[src/rtl/alu_seq_ctrl.sv]
// Instruction sequencer for the registered ALU: IDLE -> EXEC -> WB with write-back.
// Define ALU_SEQ_CTRL_HAM_EN to make R-type funct 15 (HAM) a legal instruction.
module alu_seq_ctrl #(
  parameter int RETIRE_W = 16
) (
  input  logic                clk,
  input  logic                rst_n,
  input  logic [31:0]         instr,
  input  logic                instr_valid,
  output logic                instr_ready,
  output logic [4:0]          rf_ra,
  output logic [4:0]          rf_rb,
  output logic                b_sel,
  output logic [31:0]         imm,
  output logic [3:0]          alu_funct,
  output logic [4:0]          alu_shamt,
  output logic [4:0]          rf_wa,
  output logic                rf_we,
  output logic                illegal,
  output logic [RETIRE_W-1:0] retired,
  output logic [1:0]          dbg_state
);

  localparam logic [1:0] ST_IDLE = 2'd0;
  localparam logic [1:0] ST_EXEC = 2'd1;
  localparam logic [1:0] ST_WB   = 2'd2;

  localparam logic [5:0] OP_RTYPE = 6'h00;
  localparam logic [5:0] OP_ADDI  = 6'h01;
  localparam logic [3:0] FN_ADD   = 4'd1;
  localparam logic [3:0] FN_HAM   = 4'd15;

`ifdef ALU_SEQ_CTRL_HAM_EN
  localparam logic HAM_EN = 1'b1;
`else
  localparam logic HAM_EN = 1'b0;
`endif

  // Handshake: an instruction transfers on a rising edge where instr_valid
  // and instr_ready are both high; instr_ready depends on state only.

  logic [1:0]          state_q, state_d;
  logic [4:0]          ra_q, ra_d;
  logic [4:0]          rb_q, rb_d;
  logic [4:0]          wa_q, wa_d;
  logic [31:0]         imm_q, imm_d;
  logic [3:0]          funct_q, funct_d;
  logic [4:0]          shamt_q, shamt_d;
  logic                bsel_q, bsel_d;
  logic                legal_q, legal_d;
  logic [RETIRE_W-1:0] retired_q, retired_d;

  logic [5:0]  dec_opcode;
  logic [4:0]  dec_rs;
  logic [4:0]  dec_rt;
  logic [4:0]  dec_rd;
  logic [4:0]  dec_shamt_f;
  logic [5:0]  dec_funct_f;
  logic        dec_legal;
  logic [3:0]  dec_funct;
  logic [4:0]  dec_shamt;
  logic        dec_bsel;
  logic [4:0]  dec_wa;
  logic        accept;
  logic        in_exec;
  logic        in_wb;

  assign dec_opcode  = instr[31:26];
  assign dec_rs      = instr[25:21];
  assign dec_rt      = instr[20:16];
  assign dec_rd      = instr[15:11];
  assign dec_shamt_f = instr[10:6];
  assign dec_funct_f = instr[5:0];

  // Illegal instructions latch funct 0 so EXEC makes the ALU hold its result.
  always_comb begin
    dec_legal = 1'b0;
    dec_funct = 4'd0;
    dec_shamt = 5'd0;
    dec_bsel  = 1'b0;
    dec_wa    = dec_rd;
    case (dec_opcode)
      OP_RTYPE: begin
        dec_wa = dec_rd;
        if ((dec_funct_f[5:4] == 2'b00) && (dec_funct_f[3:0] != 4'd0) &&
            (HAM_EN || (dec_funct_f[3:0] != FN_HAM))) begin
          dec_legal = 1'b1;
          dec_funct = dec_funct_f[3:0];
          dec_shamt = dec_shamt_f;
        end
      end
      OP_ADDI: begin
        dec_legal = 1'b1;
        dec_funct = FN_ADD;
        dec_shamt = 5'd0;
        dec_bsel  = 1'b1;
        dec_wa    = dec_rt;
      end
      default: begin
        dec_legal = 1'b0;
      end
    endcase
  end

  assign in_exec     = (state_q == ST_EXEC);
  assign in_wb       = (state_q == ST_WB);
  assign instr_ready = (state_q == ST_IDLE) || in_wb;
  assign accept      = instr_valid && instr_ready;

  always_comb begin
    state_d = state_q;
    case (state_q)
      ST_IDLE: state_d = accept ? ST_EXEC : ST_IDLE;
      ST_EXEC: state_d = ST_WB;
      ST_WB:   state_d = accept ? ST_EXEC : ST_IDLE;
      default: state_d = ST_IDLE;
    endcase
  end

  // Decoded fields are captured only on accept and otherwise hold.
  always_comb begin
    ra_d    = ra_q;
    rb_d    = rb_q;
    wa_d    = wa_q;
    imm_d   = imm_q;
    funct_d = funct_q;
    shamt_d = shamt_q;
    bsel_d  = bsel_q;
    legal_d = legal_q;
    if (accept) begin
      ra_d    = dec_rs;
      rb_d    = dec_rt;
      wa_d    = dec_wa;
      imm_d   = {{16{instr[15]}}, instr[15:0]};
      funct_d = dec_funct;
      shamt_d = dec_shamt;
      bsel_d  = dec_bsel;
      legal_d = dec_legal;
    end
  end

  // Suppressed rd=0 writes still count as retired.
  always_comb begin
    retired_d = retired_q;
    if (in_wb && legal_q) begin
      retired_d = retired_q + {{(RETIRE_W-1){1'b0}}, 1'b1};
    end
  end

  always_ff @(posedge clk or negedge rst_n) begin
    if (!rst_n) begin
      state_q   <= ST_IDLE;
      ra_q      <= 5'd0;
      rb_q      <= 5'd0;
      wa_q      <= 5'd0;
      imm_q     <= 32'd0;
      funct_q   <= 4'd0;
      shamt_q   <= 5'd0;
      bsel_q    <= 1'b0;
      legal_q   <= 1'b0;
      retired_q <= '0;
    end else begin
      state_q   <= state_d;
      ra_q      <= ra_d;
      rb_q      <= rb_d;
      wa_q      <= wa_d;
      imm_q     <= imm_d;
      funct_q   <= funct_d;
      shamt_q   <= shamt_d;
      bsel_q    <= bsel_d;
      legal_q   <= legal_d;
      retired_q <= retired_d;
    end
  end

  assign rf_ra     = ra_q;
  assign rf_rb     = rb_q;
  assign rf_wa     = wa_q;
  assign imm       = imm_q;
  assign alu_funct = in_exec ? funct_q : 4'd0;
  assign alu_shamt = in_exec ? shamt_q : 5'd0;
  assign b_sel     = in_exec ? bsel_q  : 1'b0;
  assign rf_we     = in_wb && legal_q && (wa_q != 5'd0);
  assign illegal   = in_wb && !legal_q;
  assign retired   = retired_q;
  assign dbg_state = state_q;

  a_we_only_in_wb : assert property (@(posedge clk) disable iff (!rst_n)
    rf_we |-> (state_q == ST_WB));
  a_exec_goes_wb : assert property (@(posedge clk) disable iff (!rst_n)
    (state_q == ST_EXEC) |=> (state_q == ST_WB));
  a_state_legal : assert property (@(posedge clk) disable iff (!rst_n)
    state_q != 2'd3);

endmodule

[config.mk]
export PLATFORM = sky130hd
export DESIGN_NAME = alu_seq_ctrl
export DESIGN_NICKNAME = d
export VERILOG_FILES = /design/src/rtl/alu_seq_ctrl.sv
export SDC_FILE = /design/constraint.sdc
export NUM_CORES = 1
export LEC_CHECK = 0
export ABC_AREA = 1
export CAP_MARGIN = 20
export CORE_UTILIZATION = 46
export DETAILED_ROUTE_END_ITERATION = 16
export GPL_TIMING_DRIVEN = 1
export PLACE_DENSITY = 0.85
export SLEW_MARGIN = 25
export SYNTH_ARGS = -nofsm -noshare
export SYNTH_HDL_FRONTEND = slang
export SYNTH_SLANG_ARGS = --single-unit
[constraint.sdc]
create_clock -name clk -period 3.09 [get_ports clk]
set_input_delay 0.309 -clock clk [delete_from_list [all_inputs] [get_ports clk]]
set_output_delay 0.309 -clock clk [all_outputs]
set_load 0.05 [all_outputs]
==> results of run 1 <==
[placed cells by master (no fill, tap or decap)]
master,instances
nand3_1,9
xnor2_1,5
clkinv_1,1
xor2_1,6
dfrtp_1,60
o22ai_1,8
inv_2,2
inv_1,28
nor3_1,2
dlygate4sd3_1,1
nor2_1,28
ha_1,1
clkbuf_8,12
buf_4,3
nand2_4,1
nand3_2,1
nor2_8,1
clkbuf_1,3
nand3_4,1
nand4_1,5
nor2_2,2
nand2_1,122
nor2_4,3
a21oi_1,1
o21ai_0,10
nand2_2,1
clkinv_2,1
o211ai_1,1
and2_1,1
clkdlybuf4s50_1,111
[where the power goes]
| group | switching (mW) | total, mW | internal, mW |
|---|---|---|---|
| Sequential | 0.0769 | 0.942 | 0.865 |
| Combinational | 0.536 | 0.801 | 0.265 |
| Clock | 0.283 | 0.640 | 0.357 |
[worst paths after layout]
path | cells past startpoint | from | slack, ns | endpoint
worst max-delay path | 4 | dbg_state[1] | 0.48 | alu_shamt[2]
worst min-delay path | 2 | imm[1] | 0.48 | imm[1]
worst max register to register | 7 | dbg_state[0] | 1.48 | rf_wa[0]
worst min register to register | 2 | imm[1] | 0.48 | imm[1]
max in group asynchronous | 3 | rst_n | 1.95 | imm[6]
min in group asynchronous | 2 | rst_n | 0.50 | retired[15]
[cell type report]
type | instances | area (um2) | share of cell area, %
flip-flops and latches | 60 | 1500 | 37.3
repair buffers | 115 | 1140 | 28.4
multi-input cells | 209 | 988 | 24.6
clock buffers | 15 | 176 | 4.39
inverters | 31 | 116 | 2.89
well taps | 72 | 90.1 | 2.24
clock inverters | 1 | 5.00 | 0.124
[state kept, by name (all words and copies together), names as in the netlist]
| name | flops |
|---|---|
| bsel_q | 1 |
| rf_wa | 5 |
| dbg_state | 2 |
| funct_q | 4 |
| retired | 16 |
| legal_q | 1 |
| shamt_q | 5 |
| imm | 16 |
| rf_rb | 5 |
| rf_ra | 5 |
[repair_timing]
item / in CTS / in global routing
hold buffers: 0 / 1
setup endpoints to repair: 0 / 0
hold endpoints to repair: 0 / 21
[routing by layer]
layer  part of all wire, %  GRT usage (%)
met2                    49           37.6
met1                    43           27.4
met4                   1.8           11.6
met3                   6.2           5.94
met5                     0              0
[tightest hold or removal path, cell delays in order, from the launching register on]
cell and delay, ns:
dfrtp_1 0.34, nand2_1 0.05, nand2_1 0.06
[synth_stat cells]
| cell | number | share of area (%) |
|---|---|---|
| nor2_2 | 2 | 0.45 |
| nand2_4 | 1 | 0.41 |
| nand3_4 | 1 | 0.63 |
| ha_1 | 1 | 0.45 |
| and2_1 | 1 | 0.23 |
| clkinv_1 | 1 | 0.14 |
| a21oi_1 | 1 | 0.18 |
| xnor2_1 | 5 | 1.6 |
| inv_2 | 2 | 0.27 |
| xor2_1 | 6 | 1.9 |
| nor2_1 | 28 | 3.8 |
| inv_1 | 28 | 3.8 |
| nand4_1 | 5 | 1.1 |
| o21ai_0 | 10 | 1.8 |
| nor2_4 | 3 | 1.2 |
| clkbuf_1 | 2 | 0.27 |
| nand2_2 | 1 | 0.23 |
| buf_4 | 17 | 4.6 |
| nand3_1 | 9 | 1.6 |
| o22ai_1 | 8 | 1.8 |
| nand2_1 | 122 | 17 |
| nor2_8 | 1 | 0.72 |
| nor3_1 | 2 | 0.36 |
| dfrtp_1 | 60 | 54 |
| o211ai_1 | 1 | 0.27 |
| buf_2 | 4 | 0.72 |
| nand3_2 | 1 | 0.36 |
[logic make-up (layout without fill, tap and decap cells)]
group,after synthesis,after routing
adder cells (fa/ha/maj),1,1
AO/OA/AOI/OAI,20,20
buffers and inverters,54,162
XOR/XNOR,11,11
AND/OR/NAND/NOR,177,177
flip-flops,60,60
[stage by stage]
step | area, um2 | setup WS [ns]
finish | 4020 | 0.479
global route | 4020 | 0.421
CTS | 4010 | 0.498
detailed placement | 3830 | 0.871
global placement | 3830 | 0.939
floorplan | 2760 | 0.823
==> flow_metrics.tcl, run 1 <==
set metrics [dict create \
    cts-buffers-inserted 9 \
    synth-adder-area-share_pct 0.453 \
    clkTransAtPathRegs_ns 0.06 \
    worst_pin_slew_ns 0.577 \
    min_path_type "flip-flop to flip-flop" \
    cts-root-buf "clkbuf_8" \
    pwr_density_cell_nw_per_um2 592 \
    die_w_um 79.5 \
    avgSynthCellArea_um2 8.55 \
    core_area_um2 5640 \
    fin_setup_tns_ns 0 \
    power.leakage_nw 1.93 \
    synth-xor-area-share_pct 3.49 \
    required_ns 2.78 \
    finalPower_mw 2.38 \
    wl_per_cell_um 12.9 \
    grt_pass1_vias 2398 \
    via_per_inst 4.84 \
    antenna_found_initial 0 \
    synthDistinctLibCells 27 \
    synthCells 323 \
    ios 113 \
    clk_latency_ns 0.33 \
    slowest_stage "clkdlybuf4s50_1" \
    synth-seq-area-share_pct 54.4 \
    rows 27 \
    cp_max_fo 10 \
    vdd_ir_drop_max_v 0.000432 \
    hold_slack_ns 0.478 \
    grt_first_pass_wirelength_mm 10.8 \
    maxSlewViolCount 0 \
    track_usage_pct 22.8 \
    syn_nets 359 \
    gp_congestion 0.839 \
    drc 0 \
    dieArea_um2 6320 \
    start_util_pct 48.9 \
    clock_skew_ns 0.00482 \
    final.fill_count 444 \
    syn_area_um2 2760 \
    hold_viol_final 0 \
    synth_seq_cells 60 \
    path_buf_inv 2 \
    crit_chain "nor2_1 -> clkinv_1 -> nor2_1 -> clkdlybuf4s50_1" \
    instances_no_fill 503 \
    relSlewSlack_pct 61.5 \
    worstSetupPathType "flip-flop to output port" \
    htreeDepth 3 \
    dpl.hpwl_mm 4.72 \
    cts_setup_buffers 0 \
    setup_viol 0 \
    io_buffer_count 112 \
    post_cts_resize_count 0 \
    grt_max_degree 44 \
    cp-start-kind "flip-flop" \
    ant_nets 0 \
    synth_compound_area_share_pct 4.08 \
    globalRouteOverflowTotal 0 \
    clockBufferDepth 2 \
    via_count 2433 \
    cp_top_family "buffers and inverters" \
    fmax_mhz 383 \
    firstDrtPassIters 4 \
    drt_iter0_drc 105 \
    slowest_delay_ns 0.84 \
    ys_warn_count 0 \
    path_common_cell "nor2_1" \
    cts_tree "done" \
    rsz0062_at_grt "false" \
    n_antenna_cell 0 \
    die_y_um 79.5 \
    status "finished clean" \
    placedCellCount 486 \
    synth_top_family_by_area "simple AND/OR/NAND/NOR gates" \
    fin_crit_sh_pct 84.5 \
    cts.sinks 60 \
    drive_gt1_share_pct 6.50 \
    synth-simple-area-share_pct 27.8 \
    synth.mux.area_fraction_pct 0 \
    final_util_pct 71.3 \
    min_period_ns 2.61 \
    syn2layout_area_growth_pct 45.6 \
    cap_violations 0 \
    finalWirelength_mm 6.48 \
    fin_nets 462 \
    cp.arrival_ns 2.30 \
    endpoint_kind "output port" \
]
(Power assumes the default switching activity.)
==> run 2: changes to the inputs <==
--- a/config.mk
+++ b/config.mk
@@ -7,10 +7,10 @@
 export LEC_CHECK = 0
 export ABC_AREA = 1
 export CAP_MARGIN = 20
-export CORE_UTILIZATION = 46
+export CORE_UTILIZATION = 43
 export DETAILED_ROUTE_END_ITERATION = 16
 export GPL_TIMING_DRIVEN = 1
-export PLACE_DENSITY = 0.85
+export PLACE_DENSITY = 0.8
 export SLEW_MARGIN = 25
 export SYNTH_ARGS = -nofsm -noshare
 export SYNTH_HDL_FRONTEND = slang
==> constraint.sdc (replaced) <==
create_clock -name clk -period 2.7 [get_ports clk]
set_input_delay 0.27 -clock clk [delete_from_list [all_inputs] [get_ports clk]]
set_output_delay 0.27 -clock clk [all_outputs]
set_load 0.05 [all_outputs]
==> run 2 against run 1 <==
Via count fell by 0.99%. Clock skew increased by 0.0019 ns. Final area grew 1.2%. Hold slack got worse by 0.0071 ns. Clock power up 38%. Critical path depth is the same. Sequential cell count did not move. Critical path type unchanged. Critical endpoint is now alu_funct[3]. Largest cell class unchanged.
==> flow_metrics.tcl, run 2 (synthesis gave the netlist of run 1 again) <==
set metrics [dict create \
    ant_nets 0 \
    rsz0062_at_grt "false" \
    globalRouteOverflowTotal 0 \
    start_util_pct 45.6 \
    clockBufferDepth 2 \
    path_common_cell "nor2_1" \
    cts-root-buf "clkbuf_8" \
    seqPwrFrac_pct 37.4 \
    fin_crit_sh_pct 91.9 \
    finalPower_mw 2.88 \
    drc 0 \
    clock_skew_ns 0.00671 \
    die_w_um 82.1 \
    grt_pass1_vias 2313 \
    slowest_stage "clkdlybuf4s50_1" \
    p_int_mw 1.83 \
    htreeDepth 3 \
    ios 113 \
    wl_per_cell_um 13.1 \
    dieArea_um2 6750 \
    fmax_mhz 403 \
    place_ws_ns 0.542 \
    relSlewSlack_pct 62.3 \
    firstDrtPassIters 4 \
    clkPwrFrac_pct 30.7 \
    fin_setup_tns_ns 0 \
    p_switching_mw 1.04 \
    met1_usage_pct 24.5 \
    hold_viol_final 0 \
    drive_gt1_share_pct 7.18 \
    drt_iter0_drc 82 \
    met2_usage_pct 37.0 \
    status "finished clean" \
    placedCellCount 490 \
    cts-buffers-inserted 9 \
    worstSetupPathType "flip-flop to output port" \
    via_count 2409 \
    min_path_type "input pin to asynchronous set/reset pin" \
    final.fill_count 497 \
    cap_violations 0 \
    final_cell_mix "nand2_1 (122), clkdlybuf4s50_1 (111), dfrtp_1 (60)" \
    rows 28 \
    vdd_ir_drop_max_v 0.000520 \
    slowest_delay_ns 0.83 \
    cts_setup_buffers 0 \
    cts_hold_buf 0 \
    cp_max_fo 10 \
    required_ns 2.43 \
    grtUsageMet3_pct 4.95 \
    placed_area_um2 3840 \
    cts.sinks 60 \
    finalWirelength_mm 6.64 \
    gp_congestion 0.834 \
    busiest_layer "met2" \
    dpl.hpwl_mm 4.82 \
    cp-start-kind "flip-flop" \
    postLayoutCellArea_um2 4070 \
    post_cts_resize_count 0 \
    track_usage_pct 21.1 \
    setup_viol 0 \
    n_antenna_cell 0 \
    grt_first_pass_wirelength_mm 10.6 \
    p_comb_share_pct 31.9 \
    fin_nets 463 \
    syn2layout_area_growth_pct 47.3 \
    crit_chain "nor2_1 -> clkinv_1 -> nor2_1 -> clkdlybuf4s50_1" \
    min_period_ns 2.48 \
    grt_max_degree 43 \
    cp.arrival_ns 2.21 \
    fin_ws_ns 0.219 \
    instances_no_fill 507 \
    path_buf_inv 2 \
    io_buffer_count 112 \
    swShare_pct 36.2 \
    endpoint_kind "output port" \
    clkTransAtPathRegs_ns 0.06 \
    cts_tree "done" \
    cp_top_family "buffers and inverters" \
    maxSlewViolCount 0 \
    pwr_density_cell_nw_per_um2 707 \
    worst_pin_slew_ns 0.565 \
    antenna_found_initial 0 \
    via_per_inst 4.75 \
    clk_latency_ns 0.32 \
    die_y_um 82.1 \
    final_common_cell "nand2_1" \
    power.leakage_nw 1.95 \
    core_area_um2 6060 \
]
[run 2: cell count changes in the layout (fill, tap and decap cells not counted), sizes merged]
cell    change
clkbuf      -4
clkinv      +2
bufinv      +2
buf         +1
[run 2: layer usage]
layer	share of wire, %	vias up
met5	0	-
met4	1.6	0
met3	5.6	9
met2	50	80
met1	43	1128
li1	-	1192
[run 2: layout make-up]
| cell class | instances | area (um2) | area share, % |
|---|---|---|---|
| flip-flops and latches | 60 | 1500 | 36.9 |
| clock inverters | 5 | 75.1 | 1.85 |
| well taps | 75 | 93.8 | 2.31 |
| multi-input cells | 209 | 988 | 24.3 |
| repair buffers | 116 | 1150 | 28.3 |
| inverters | 31 | 116 | 2.86 |
| clock buffers | 11 | 141 | 3.48 |
[run 2: per-stage QoR]
stage	util (%)	hold WS, ns
2_1_floorplan	-	-0.0256
3_3_place_gp	63.3	0.463
3_5_place_dp	63.3	0.465
4_1_cts	66.9	0.112
5_1_grt	67.1	0.479
6_report	67.1	0.471
[run 2: final timing paths]
path                         startpoint      endpoint  slack [ns]  depth (start not counted)
max                        dbg_state[1]  alu_funct[3]        0.22                          4
min reg2reg                     imm[11]       imm[11]        0.48                          2
min                               rst_n        imm[6]        0.47                          2
max reg2reg                dbg_state[0]      rf_wa[0]        1.09                          7
min in group clk                imm[11]       imm[11]        0.48                          2
max in group asynchronous         rst_n      rf_rb[4]        1.67                          3
[run 2: power groups by stage]
stage	sequential (mW)	clock [mW]	combinational, mW
final	1.07	0.882	0.918
after detailed placement	1.09	0	0.923
after floorplan	1.39	0	0.305
after global routing	1.09	0.933	0.968
after CTS	1.08	0.898	0.925
after global placement	1.09	0	0.912
==> RTL edit, RTL diff (settings of run 2) <==
`imm_q` no longer has a reset.
--- a/src/rtl/alu_seq_ctrl.sv
+++ b/src/rtl/alu_seq_ctrl.sv
@@ -153,7 +153,6 @@
       ra_q      <= 5'd0;
       rb_q      <= 5'd0;
       wa_q      <= 5'd0;
-      imm_q     <= 32'd0;
       funct_q   <= 4'd0;
       shamt_q   <= 5'd0;
       bsel_q    <= 1'b0;
@@ -164,13 +163,16 @@
       ra_q      <= ra_d;
       rb_q      <= rb_d;
       wa_q      <= wa_d;
-      imm_q     <= imm_d;
       funct_q   <= funct_d;
       shamt_q   <= shamt_d;
       bsel_q    <= bsel_d;
       legal_q   <= legal_d;
       retired_q <= retired_d;
     end
+  end
+
+  always_ff @(posedge clk) begin
+    imm_q <= imm_d;
   end
 
   assign rf_ra     = ra_q;
Function: changed (Yosys sat finds a counterexample within 4 cycles, from zero or initial values and one cycle with rst_n low).
==> RTL edit against run 2 <==
Power shrank 22%; synthesized area grew 2.4%; setup slack lost 0.0066 ns; sequential cell count is the same; cell area grew 0.55%; via count shrank 0.87%; routed wire length shrank 4.6%; critical path depth is the same; highest routed layer unchanged.
==> RTL edit: results (changes against run 2) <==
Run status
  • Outcome: finished, final reports clean

Critical path
  • Slack of the worst reg-to-reg path: 1.06 ns (-0.03 ns)
  • Critical path data arrival time: 2.22 ns
  • Crit-path max FO: 10 (unchanged)

Power and ir drop
  • LEAKAGE: 1.87 nW (-4.1%)
  • Sw Pwr: 0.000695 W (-33%)
  • Max IR drop VDD: 375 uV (-28%)

Logic synthesis
  • Sequential element share of the synthesized area: 55.9% (+1.6 points)
  • Synth Area in XOR/XNOR: 2.74% (-0.75 points)
  • Post-Synth Adder-Cell Area: 0.442% (-0.011 points)
  • Mux contribution to synthesized area: 0% (unchanged)
  • Number of synthesized flops with an enable pin: 16 (+16)
  • Yosys warns: 0 (unchanged)
  • Ys async rst share: 73.3% (-27 points)
  • Top cells by count, synth: nand2_1, dfrtp_1, nor2_1
  • Synth cell types: 27 (unchanged)
  • Cells after Synth: 319 (-1.2%)
  • Top post-synthesis cells by area: dfrtp_1, edfxtp_1, nand2_1
  • Compound-Gate Fraction of Synth Area: 4.87% (+0.79 points)
  • Mapped Nets: 355 (-1.1%)

Route
  • Wirelength, routed: 6340 um (-4.6%)
  • Iter 0 DRT Violations: 88 (+7.3%)
  • Router iterations before antenna repair: 4 (unchanged)
  • Routed vias: 2,388 (-0.87%)
  • Antenna Nets Post-Route: 0 (unchanged)

Cells and area
  • Layout cells sized above 1: 6.31% (-0.87 points)
  • Finished Layout Cells: 505 (-0.39%)
  • Antenna cells: 0 (unchanged)
  • Fillers: 532 (+7.0%)
  • NumNets Final: 459 (-0.86%)
  • Register area: 1580 um2 (+5.3%)

CTS
  • H-tree Lvls: 3 (unchanged)
  • # Post-CTS Setup Buffers: 0 (unchanged)
  • Worst-path clk slew: 0.06 ns (about the same)
  • CTS max path bufs: 2 (unchanged)
  • Worst-Skew Late Latency: 0.33 ns
  • Root Buffer: clkbuf_8
  • TritonCTS Buffers: 9 (unchanged)

STA
  • Post-route setup slack: 0.213 ns (-0.00656 ns)
  • Slew Limit Headroom: 63.2% (+0.90 points)
  • Final hold vios: 0 (unchanged)
  • Fin Hold WS: 0.476 ns (+0.00492 ns)
  • Final Skew: 0.00577 ns (-0.000939 ns)

Place
  • Post-place setup slack: 0.545 ns (+0.00278 ns)
  • Post-DP Area: 3910 um2 (+1.7%)
  • Placed insts: 488 (-0.41%)
  • HPWL after DPL: 4650 um (-3.6%)
  • Placer congestion estimate: 0.839 (+0.52%)
  • Buffers on Ports: 112 (unchanged)

Global route
  • Initial antenna violation count: 0 (unchanged)
  • Largest net degree at the start of global routing: 51 (+19%)
  • Vias in the first global route: 2,257 (-2.4%)
  • Global Route Usage Sum: 19.3% (-1.8 points)
  • First-pass GRT wire length: 10,500 um (-0.46%)

Hold path
  • HP Class: in -> async
RTL edit: cell types whose count changed after synthesis, moves of 3 or more:
cell / change
dfrtp_1: -16
edfxtp_1: +16
nor2_1: +7
nand3_1: -5
inv_1: +4
nand2_1: -4
o211ai_1: +4
nand4_1: -3
RTL edit: power by group through the flow:
stage,clock (W),combinational (W),sequential (W)
final,0.000703,0.000511,0.00102
after global routing,0.000769,0.000539,0.00103
after CTS,0.000726,0.000514,0.00102
after detailed placement,0,0.000512,0.00104
after global placement,0,0.000506,0.00104
after floorplan,0,0.000145,0.00120
RTL edit: worst max-delay path, stage by stage (launching register included):
cell and delay (ns):
dfrtp_1 0.43, nor2_1 0.19, clkinv_1 0.27, nor2_1 0.17, clkdlybuf4s50_1 0.83
RTL edit: layout make-up:
type / instances / share of cell area [%]
Inverter: 35 / 3.21
Clock buffer: 14 / 3.98
Clock inverter: 2 / 0.245
Sequential cell: 60 / 38.7
Tap cell: 77 / 2.36
Timing Repair Buffer: 115 / 28.0
Multi-Input combinational cell: 202 / 23.6
RTL edit: path summary, 6_finish.rpt:
path                              start            to  cells after the start
max                        dbg_state[1]  alu_funct[2]                      4
min                               rst_n   retired[11]                      2
max reg2reg                dbg_state[0]        imm[9]                      5
min reg2reg                    rf_rb[4]      rf_rb[4]                      2
max in group asynchronous         rst_n      rf_rb[2]                      2
min in group clk              instr[24]      rf_ra[3]                      3
RTL edit: metal layers:
layer,GRT usage (%),vias up,routed length [um]
li1,-,1191,-
met5,0,-,0
met1,22.9,1113,2700
met4,7.05,0,100
met2,32.9,73,3150
met3,5.86,11,385
RTL edit: what timing repair did:
action                                  4_1_cts  5_1_grt
endpoints found under the setup margin        0        0
hold endpoints to repair                      0       44
resized for setup                             0        0
hold buffers                                  0        1
